$ cat src/rtl/dmem_arb_pkg.sv
// dmem_arb_pkg: shared encodings and default sizes for the data-memory arbiter
package dmem_arb_pkg;
   localparam int ADDR_W_DEF       = 15;
   localparam int DATA_W_DEF       = 16;
   localparam int MAX_BURST_DEF    = 8;
   localparam int STARVE_LIMIT_DEF = 4;
   typedef enum logic [1:0] {ST_IDLE, ST_CPU, ST_DMA} state_t;
   typedef enum logic {OWN_CPU, OWN_DMA} owner_t;
endpackage

$ cat src/rtl/dmem_arbiter_starve.sv
// arb_starve_ctr: saturating count of ungranted DMA cycles with a limit-hit flag
module arb_starve_ctr
   import dmem_arb_pkg::*;
#(
   parameter int STARVE_LIMIT = STARVE_LIMIT_DEF
) (
   input  logic clk,
   input  logic rst_n,
   input  logic i_inc,
   input  logic i_clr,
   output logic o_hit
);
   localparam int CW = $clog2(STARVE_LIMIT + 1);
   logic [CW-1:0] r_cnt;
   assign o_hit = (r_cnt == CW'(STARVE_LIMIT));
   always_ff @(posedge clk or negedge rst_n) begin
      if (!rst_n) r_cnt <= '0;
      else if (i_clr) r_cnt <= '0;
      else if (i_inc && !o_hit) r_cnt <= r_cnt + CW'(1);
   end
endmodule

$ cat src/rtl/dmem_arbiter.sv
// dmem_arbiter: shares the data-side memory port between the CPU memory stage and a DMA master
module dmem_arbiter
   import dmem_arb_pkg::*;
#(
   parameter int ADDR_W       = ADDR_W_DEF,
   parameter int DATA_W       = DATA_W_DEF,
   parameter int MAX_BURST    = MAX_BURST_DEF,
   parameter int STARVE_LIMIT = STARVE_LIMIT_DEF
) (
   input  logic              clk,
   input  logic              rst_n,
   input  logic              cpu_req,
   input  logic              cpu_we,
   input  logic [ADDR_W-1:0] cpu_addr,
   input  logic [DATA_W-1:0] cpu_wdata,
   output logic              cpu_stall,
   output logic [DATA_W-1:0] cpu_rdata,
   output logic              cpu_rvalid,
   input  logic              dma_req,
   input  logic              dma_we,
   input  logic [ADDR_W-1:0] dma_addr,
   input  logic [DATA_W-1:0] dma_wdata,
   input  logic              dma_last,
   output logic              dma_gnt,
   output logic [DATA_W-1:0] dma_rdata,
   output logic              dma_rvalid,
   output logic [ADDR_W-1:0] mem_addr,
   output logic              mem_we,
   output logic [DATA_W-1:0] mem_wdata,
   input  logic [DATA_W-1:0] mem_rdata
);
   localparam int BW = (MAX_BURST > 1) ? $clog2(MAX_BURST) : 1;
   state_t            r_state, w_next;
   owner_t            r_rd_own;
   logic              r_rd_vld;
   logic [BW-1:0]     r_beat;
   logic [ADDR_W-1:0] r_addr;
   logic [DATA_W-1:0] r_cpu_rdata, r_dma_rdata;
   logic              w_cpu_gnt, w_dma_gnt, w_starve_hit, w_burst_end;

   arb_starve_ctr #(.STARVE_LIMIT(STARVE_LIMIT)) u_starve (
      .clk   (clk),
      .rst_n (rst_n),
      .i_inc (dma_req && !w_dma_gnt),
      .i_clr (w_dma_gnt),
      .o_hit (w_starve_hit)
   );

   // grants are forced low while reset is held so every output sits at its reset value
   always_comb begin
      w_cpu_gnt   = rst_n && cpu_req && !w_starve_hit && !(r_state == ST_DMA && dma_req);
      w_dma_gnt   = rst_n && dma_req && !w_cpu_gnt;
      w_burst_end = dma_last || (r_beat == BW'(MAX_BURST - 1));
      w_next      = w_dma_gnt ? (w_burst_end ? ST_IDLE : ST_DMA) : (w_cpu_gnt ? ST_CPU : ST_IDLE);
   end

   assign dma_gnt    = w_dma_gnt;
   assign cpu_stall  = cpu_req && !w_cpu_gnt && rst_n;
   assign mem_we     = (w_cpu_gnt && cpu_we) || (w_dma_gnt && dma_we);
   assign mem_addr   = w_cpu_gnt ? cpu_addr : (w_dma_gnt ? dma_addr : r_addr);
   assign mem_wdata  = w_cpu_gnt ? cpu_wdata : dma_wdata;
   assign cpu_rvalid = r_rd_vld && (r_rd_own == OWN_CPU);
   assign dma_rvalid = r_rd_vld && (r_rd_own == OWN_DMA);
   assign cpu_rdata  = cpu_rvalid ? mem_rdata : r_cpu_rdata;
   assign dma_rdata  = dma_rvalid ? mem_rdata : r_dma_rdata;

   always_ff @(posedge clk or negedge rst_n) begin
      if (!rst_n) begin
         r_state     <= ST_IDLE;
         r_beat      <= '0;
         r_addr      <= '0;
         r_rd_vld    <= 1'b0;
         r_rd_own    <= OWN_CPU;
         r_cpu_rdata <= '0;
         r_dma_rdata <= '0;
      end else begin
         r_state     <= w_next;
         r_beat      <= (w_next == ST_DMA) ? r_beat + BW'(1) : '0;
         r_addr      <= mem_addr;
         r_rd_vld    <= (w_cpu_gnt && !cpu_we) || (w_dma_gnt && !dma_we);
         r_rd_own    <= w_dma_gnt ? OWN_DMA : OWN_CPU;
         r_cpu_rdata <= cpu_rdata;
         r_dma_rdata <= dma_rdata;
      end
   end
endmodule

$ cat config.mk
export PLATFORM = sky130hd
export DESIGN_NAME = dmem_arbiter
export DESIGN_NICKNAME = d
export VERILOG_FILES = /design/src/rtl/dmem_arb_pkg.sv /design/src/rtl/dmem_arbiter_starve.sv /design/src/rtl/dmem_arbiter.sv
export SDC_FILE = /design/constraint.sdc
export NUM_CORES = 1
export LEC_CHECK = 0
export ABC_AREA = 1
export CAP_MARGIN = 20
export CORE_MARGIN = 2
export CORE_UTILIZATION = 40
export CTS_BUF_LIST = sky130_fd_sc_hd__clkbuf_8
export CTS_CLUSTER_SIZE = 14
export DETAILED_ROUTE_END_ITERATION = 12
export PLACE_DENSITY_LB_ADDON = 0.05
export SLEW_MARGIN = 30
export SYNTH_ARGS = -nofsm -noshare
export SYNTH_HDL_FRONTEND = slang
export SYNTH_SLANG_ARGS = --single-unit
export TNS_END_PERCENT = 30
$ cat constraint.sdc
create_clock -name clk -period 1.6 [get_ports clk]
set_input_delay 0.16 -clock clk [delete_from_list [all_inputs] [get_ports clk]]
set_output_delay 0.16 -clock clk [all_outputs]
set_load 0.01 [all_outputs]
# After elaboration in Yosys (flattened, before gate mapping)
# Cells that the tools add are included.
# totals
regBits	57
in_bits	85
out_inout_bits	68
word_cells	53
# classes
add_sub_neg	2
eq_ne	4
mux	12
bitwise_logic	1
reduce_logical	26
# ops
cell	n
16-bit 2-to-1 mux	3
15-bit 2-to-1 mux	2
1-bit logical AND	16
3-bit 2-to-1 mux	3
3-bit by 1-bit adder with 3-bit output (second input constant)	2
3-bit == test (second input constant)	2
1-bit zero test	6
2-bit == test (second input constant)	2
2-bit 2-to-1 mux	2
1-bit logical OR	3
1-bit 2-to-1 mux	2
2-bit nonzero test	1
1-bit NOT	1

# Logic depth before layout (Yosys ltp)
# depth
ltp_word	11
depth_mapped	9
depth_no_buf	9

# Cells and area by module
# From an unflattened synthesis, not the netlist that was laid out.
# unflattened
hier_cells	361
area_unflattened_um2	2803.9
# by_module_without_submodules
mod	instances	cells_per_inst	area_per_inst_um2	seq_area_each_um2
dmem_arbiter	1	336	2618.8	1351.3
arb_starve_ctr	1	25	185.2	75.1

# Worst setup path before layout
# OpenSTA, ideal clock, no wires.
# synth_timing
path_kind	register to output
from	register u_starve.r_cnt[0]
to	output mem_addr[13]
t_arrival_ps	1260
required_time_ps	1440
slack_ps	180
stages_incl_launch_ff	9
path_buffers	1
cell_sequence	dfrtp_1 > inv_1 > ha_1 > nand2_1 > nand3_4 > inv_4 > buf_6 > nand2_1 > nand2_1
# synth_via
elab_chain_cells	8
# synth_lines
element	line	source
from (decl)	dmem_arbiter_starve.sv:14	logic [CW-1:0] r_cnt;
from (signal assigned)	dmem_arbiter_starve.sv:19	else if (i_inc && !o_hit) r_cnt <= r_cnt + CW'(1);
3-bit == test *	dmem_arbiter_starve.sv:15	assign o_hit = (r_cnt == CW'(STARVE_LIMIT));
1-bit zero test *	dmem_arbiter.sv:51	w_cpu_gnt = rst_n && cpu_req && !w_starve_hit && !(r_state == ST_DMA && dma_req);
1-bit logical AND * (2 in a row)	dmem_arbiter.sv:51	
1-bit zero test	dmem_arbiter.sv:52	w_dma_gnt = rst_n && dma_req && !w_cpu_gnt;
1-bit logical AND	dmem_arbiter.sv:52	
15-bit 2-to-1 mux	dmem_arbiter.sv:60	assign mem_addr = w_cpu_gnt ? cpu_addr : (w_dma_gnt ? dma_addr : r_addr);
15-bit 2-to-1 mux *	dmem_arbiter.sv:60	
to (decl)	dmem_arbiter.sv:27	output logic [ADDR_W-1:0] mem_addr,
# Mark *: on every way between the ends. The rest lies on a longest branch, timed or not.

# Worst setup path in the final report
# layout_timing
from	register u_starve.r_cnt[1]
to	output mem_addr[6]
# The elaborated chain is that of the path after synthesis.

==> results.sh <==
export IMPL_rows=30
export IMPL_floorplan_io_pins=153
export IMPL_critical_path_required_ps=1440
export IMPL_standard_cell_with_the_maximum_stage_delay_on_the_critical_path="dfrtp_1"
export IMPL_i_o_buffers=152
export IMPL_mappedNetlistArea_um2=2790
export IMPL_dpl_cell_area_um2=4640
export IMPL_mappedNetlistNets=446
export IMPL_number_of_vias_per_cell_after_detailed_routing=4.58
export IMPL_slew_viol_final=0
export IMPL_r2r_setup_slack_ps=-120
export IMPL_drc=0
export IMPL_hold_vio_cnt_final=0
export IMPL_yosysSeqAreaShare_pct=51.1
export IMPL_ys_warn_count=0
export IMPL_stdcell_area_um2=5260
export IMPL_syn_area_per_cell_um2=7.83
export IMPL_powerDensity_nw_per_um2=1190
export IMPL_cts_htree_levels=3
export IMPL_layout_nets=656
export IMPL_cts_tree="built"
export IMPL_drtIter0Drc=107
export IMPL_critical_path_startpoint="u_starve.r_cnt[1]"
export IMPL_r2r_start="u_starve.r_cnt[1]"
export IMPL_cp_data_arrival_time_ps=1680
export IMPL_timing_final_setup_violations=35
export IMPL_synth_seq_cells=57
export IMPL_dp_final_hpwl_mm=5.52
export IMPL_grt_setup_unrepaired="yes"
export IMPL_cpMostUsedCell="nand2_2"
export IMPL_clk_transition_reported_paths_ps=70
export IMPL_syn_instance_count=357
export IMPL_layout_min_cycle_time_ps=1840
export IMPL_fin_crit_sh_pct=115
export IMPL_worstSetupPathType="flop to output port"
export IMPL_antennaDiodeCount=0
export IMPL_regToRegEndpoint="r_addr[12]"
export IMPL_design_core_area_um2=6790
export IMPL_crit_path_max_incr_delay_ps=370
export IMPL_grt_antenna_before_repair=0
export IMPL_cap_violations=0
export IMPL_synth_top_cell_area_share_pct=51.1
export IMPL_largest_area_contributor_in_the_synthesized_netlist="dfrtp_1"
export IMPL_capture_point_of_the_worst_path="mem_addr[6]"
export IMPL_worst_clock_skew_ps=6.53
export IMPL_clock_tree_buffer_depth=2
export IMPL_gp_routability_congestion=0.791
export IMPL_utilization_pct=77.4
export IMPL_first_global_vias=2919
export IMPL_outcome="finished with violations"
export IMPL_postRouteAntennaNets=0
export IMPL_critical_path_endpoint_type="output port"
export IMPL_maxSlewHeadroom_pct=59.2
export IMPL_grt_overflow_total=0
export IMPL_grt_start_max_net_pins=49
export IMPL_detail_route_wl_per_cell_um=13.2
export IMPL_routed_wirelength_mm=8.84
export IMPL_worst_pin_slew_ps=612
export IMPL_postLayoutSetupSlackWorst_ps=-244
export IMPL_path_cells="inv_2 > ha_4 > nand2_4 > nand3_4 > buf_12 > buf_16 > nand2_2 > nand2_2 > buf_6"
export IMPL_clock_sinks=57
export IMPL_cp_start_kind="flop"
export IMPL_synth_cell_type_count=18
export IMPL_groute_usage_overall_pct=22.3
export IMPL_synth_area_leaders="dfrtp_1 51%, nand2_1 22%, inv_1 6.3%"
export IMPL_die_width_um=87.6
export IMPL_routed_via_count=3058
export IMPL_area_growth_syn_to_layout_pct=88.3
export IMPL_floorplan_initialDensity_pct=41.1
export IMPL_clock_tree_root_cell="clkbuf_8"
export IMPL_tritoncts_num_buffers=9
export IMPL_drt_pass1_iterations=5
export IMPL_irDropWorstVdd_uv=493
export IMPL_power_leakage_nw=2.80
export IMPL_design_die_area_um2=7670
export IMPL_hold_path_class="primary input to async pin"
export IMPL_path_max_fanout=7
export IMPL_grt_first_pass_wirelength_mm=13.2
export IMPL_drive_above_1_share_pct=42.7
export IMPL_timing_reg2reg_worst_path_depth=13
export IMPL_worst_skew_pair_late_latency_ps=340
export IMPL_max_clock_freq_ghz=0.542
export IMPL_die_height_um=87.6
export IMPL_violated_checks="negative setup slack"
==> cell usage after synthesis <==
master,number
o21ai_0,34
nand2_1,166
nand2_2,10
buf_6,3
inv_4,2
nand3b_1,8
nor2_2,2
buf_4,3
nand3_1,2
inv_1,47
xor2_1,1
nand3_4,3
clkbuf_1,6
dfrtp_1,57
nor2_1,7
ha_1,4
inv_2,1
buf_12,1
==> flip-flops by register name, indices dropped and copies added, names as in the netlist <==
name and cells:
r_addr 15, r_state 2, r_dma_rdata 16, r_cpu_rdata 16, r_rd_own 1, u_starve.r_cnt 3, r_rd_vld 1, r_beat 3
==> cells in the final DEF (no fill, tap or decap) <==
| master | synthesis | final |
|---|---|---|
| inv_4 | 2 | 2 |
| clkdlybuf4s15_2 | 0 | 1 |
| buf_12 | 1 | 4 |
| bufinv_16 | 0 | 1 |
| inv_12 | 0 | 1 |
| o21ai_2 | 0 | 22 |
| nor2_1 | 7 | 6 |
| nor2_4 | 0 | 1 |
| dfrtp_1 | 57 | 57 |
| nand3b_1 | 8 | 8 |
| clkdlybuf4s50_1 | 0 | 83 |
| ha_4 | 0 | 1 |
| nand2_1 | 166 | 117 |
| dlygate4sd2_1 | 0 | 1 |
| dlygate4sd3_1 | 0 | 1 |
| inv_2 | 1 | 10 |
| buf_2 | 0 | 46 |
| o21ai_0 | 34 | 2 |
| buf_16 | 0 | 3 |
| ha_1 | 4 | 3 |
| buf_6 | 3 | 26 |
| nand3_4 | 3 | 3 |
| xor2_1 | 1 | 1 |
| inv_8 | 0 | 1 |
| clkinv_2 | 0 | 2 |
| nand3_1 | 2 | 2 |
| o21ai_1 | 0 | 10 |
| nor2_2 | 2 | 2 |
| nand2_4 | 0 | 22 |
| buf_4 | 3 | 46 |
| clkinvlp_4 | 0 | 3 |
| clkbuf_8 | 0 | 9 |
| inv_1 | 47 | 37 |
| clkinv_4 | 0 | 1 |
| nand2_2 | 10 | 37 |
==> critical path: cells and delay by family, from the launching register on <==
kind,cells,cell delay [ps]
fa+ha+maj,1,160
flops,1,370
buf+inv,4,500
simple gates,4,320
==> power by group <==
group	total [mW]	switching, mW	internal [mW]
logic	2.95	1.43	1.52
registers	2.00	0.138	1.86
clock network	1.31	0.601	0.714
total	6.26	2.16	4.10
==> kinds of logic after synthesis <==
group	synth area share, %
DFF	51.1
xor gates and xnor gates	0.314
buffers and inverters	10.4
adders and majority gates	1.79
AOI/OAI and AO/OA	6.09
and+or+nand+nor	30.3
==> final cells by class <==
| type | instances | area (um^2) |
|---|---|---|
| clock buffer | 9 | 124 |
| clock inverter | 7 | 71.3 |
| fill | 492 | 1530 |
| inverter | 50 | 205 |
| multi-input combinational | 237 | 1410 |
| sequential | 57 | 1430 |
| tap | 96 | 120 |
| timing repair buffer | 211 | 1890 |
| timing repair inverter | 1 | 11.3 |
==> routing by layer <==
layer | part of all wire [%] | global-route usage, % | up-vias
met3 | 7.0 | 6.03 | 15
met5 | 0 | 0 | -
met1 | 38 | 25.2 | 1420
li1 | - | - | 1502
met2 | 53 | 40.0 | 121
met4 | 1.9 | 8.67 | 0
==> repair_timing <==
action                     CTS  global route
gates resized for setup    361            79
setup endpoints to repair   68            72
cloned                       4             0
pin swaps                   28            13
hold endpoints to repair     9             0
hold buffers                 1             0
buffers inserted            16             5
==> how the worst min path moves through the flow <==
stage | startpoint | endpoint | slack, ps | cells after the start
after detailed placement | rst_n | r_state[1] | 200 | 2
final | rst_n | r_rd_own | 30 | 2
after floorplan | rst_n | r_addr[0] | -140 | 0
after CTS | rst_n | r_addr[11] | 50 | 2
after global routing | rst_n | r_addr[11] | 90 | 2
after global placement | rst_n | r_state[0] | 200 | 2
==> through the flow <==
stage	setup WS [ps]	cells	hold WS [ps]	setup TNS (ps)	power, mW
floorplan	180	357	-136	0	3.02
global placement	-439	628	200	-15800	4.57
finish	-244	668	29.9	-6510	6.26
detailed placement	-476	628	199	-17170	4.61
global route	-325	668	94.5	-11020	6.67
CTS	-262	663	53.0	-7380	5.96
No activity file was read; power rests on OpenSTA's default activity.
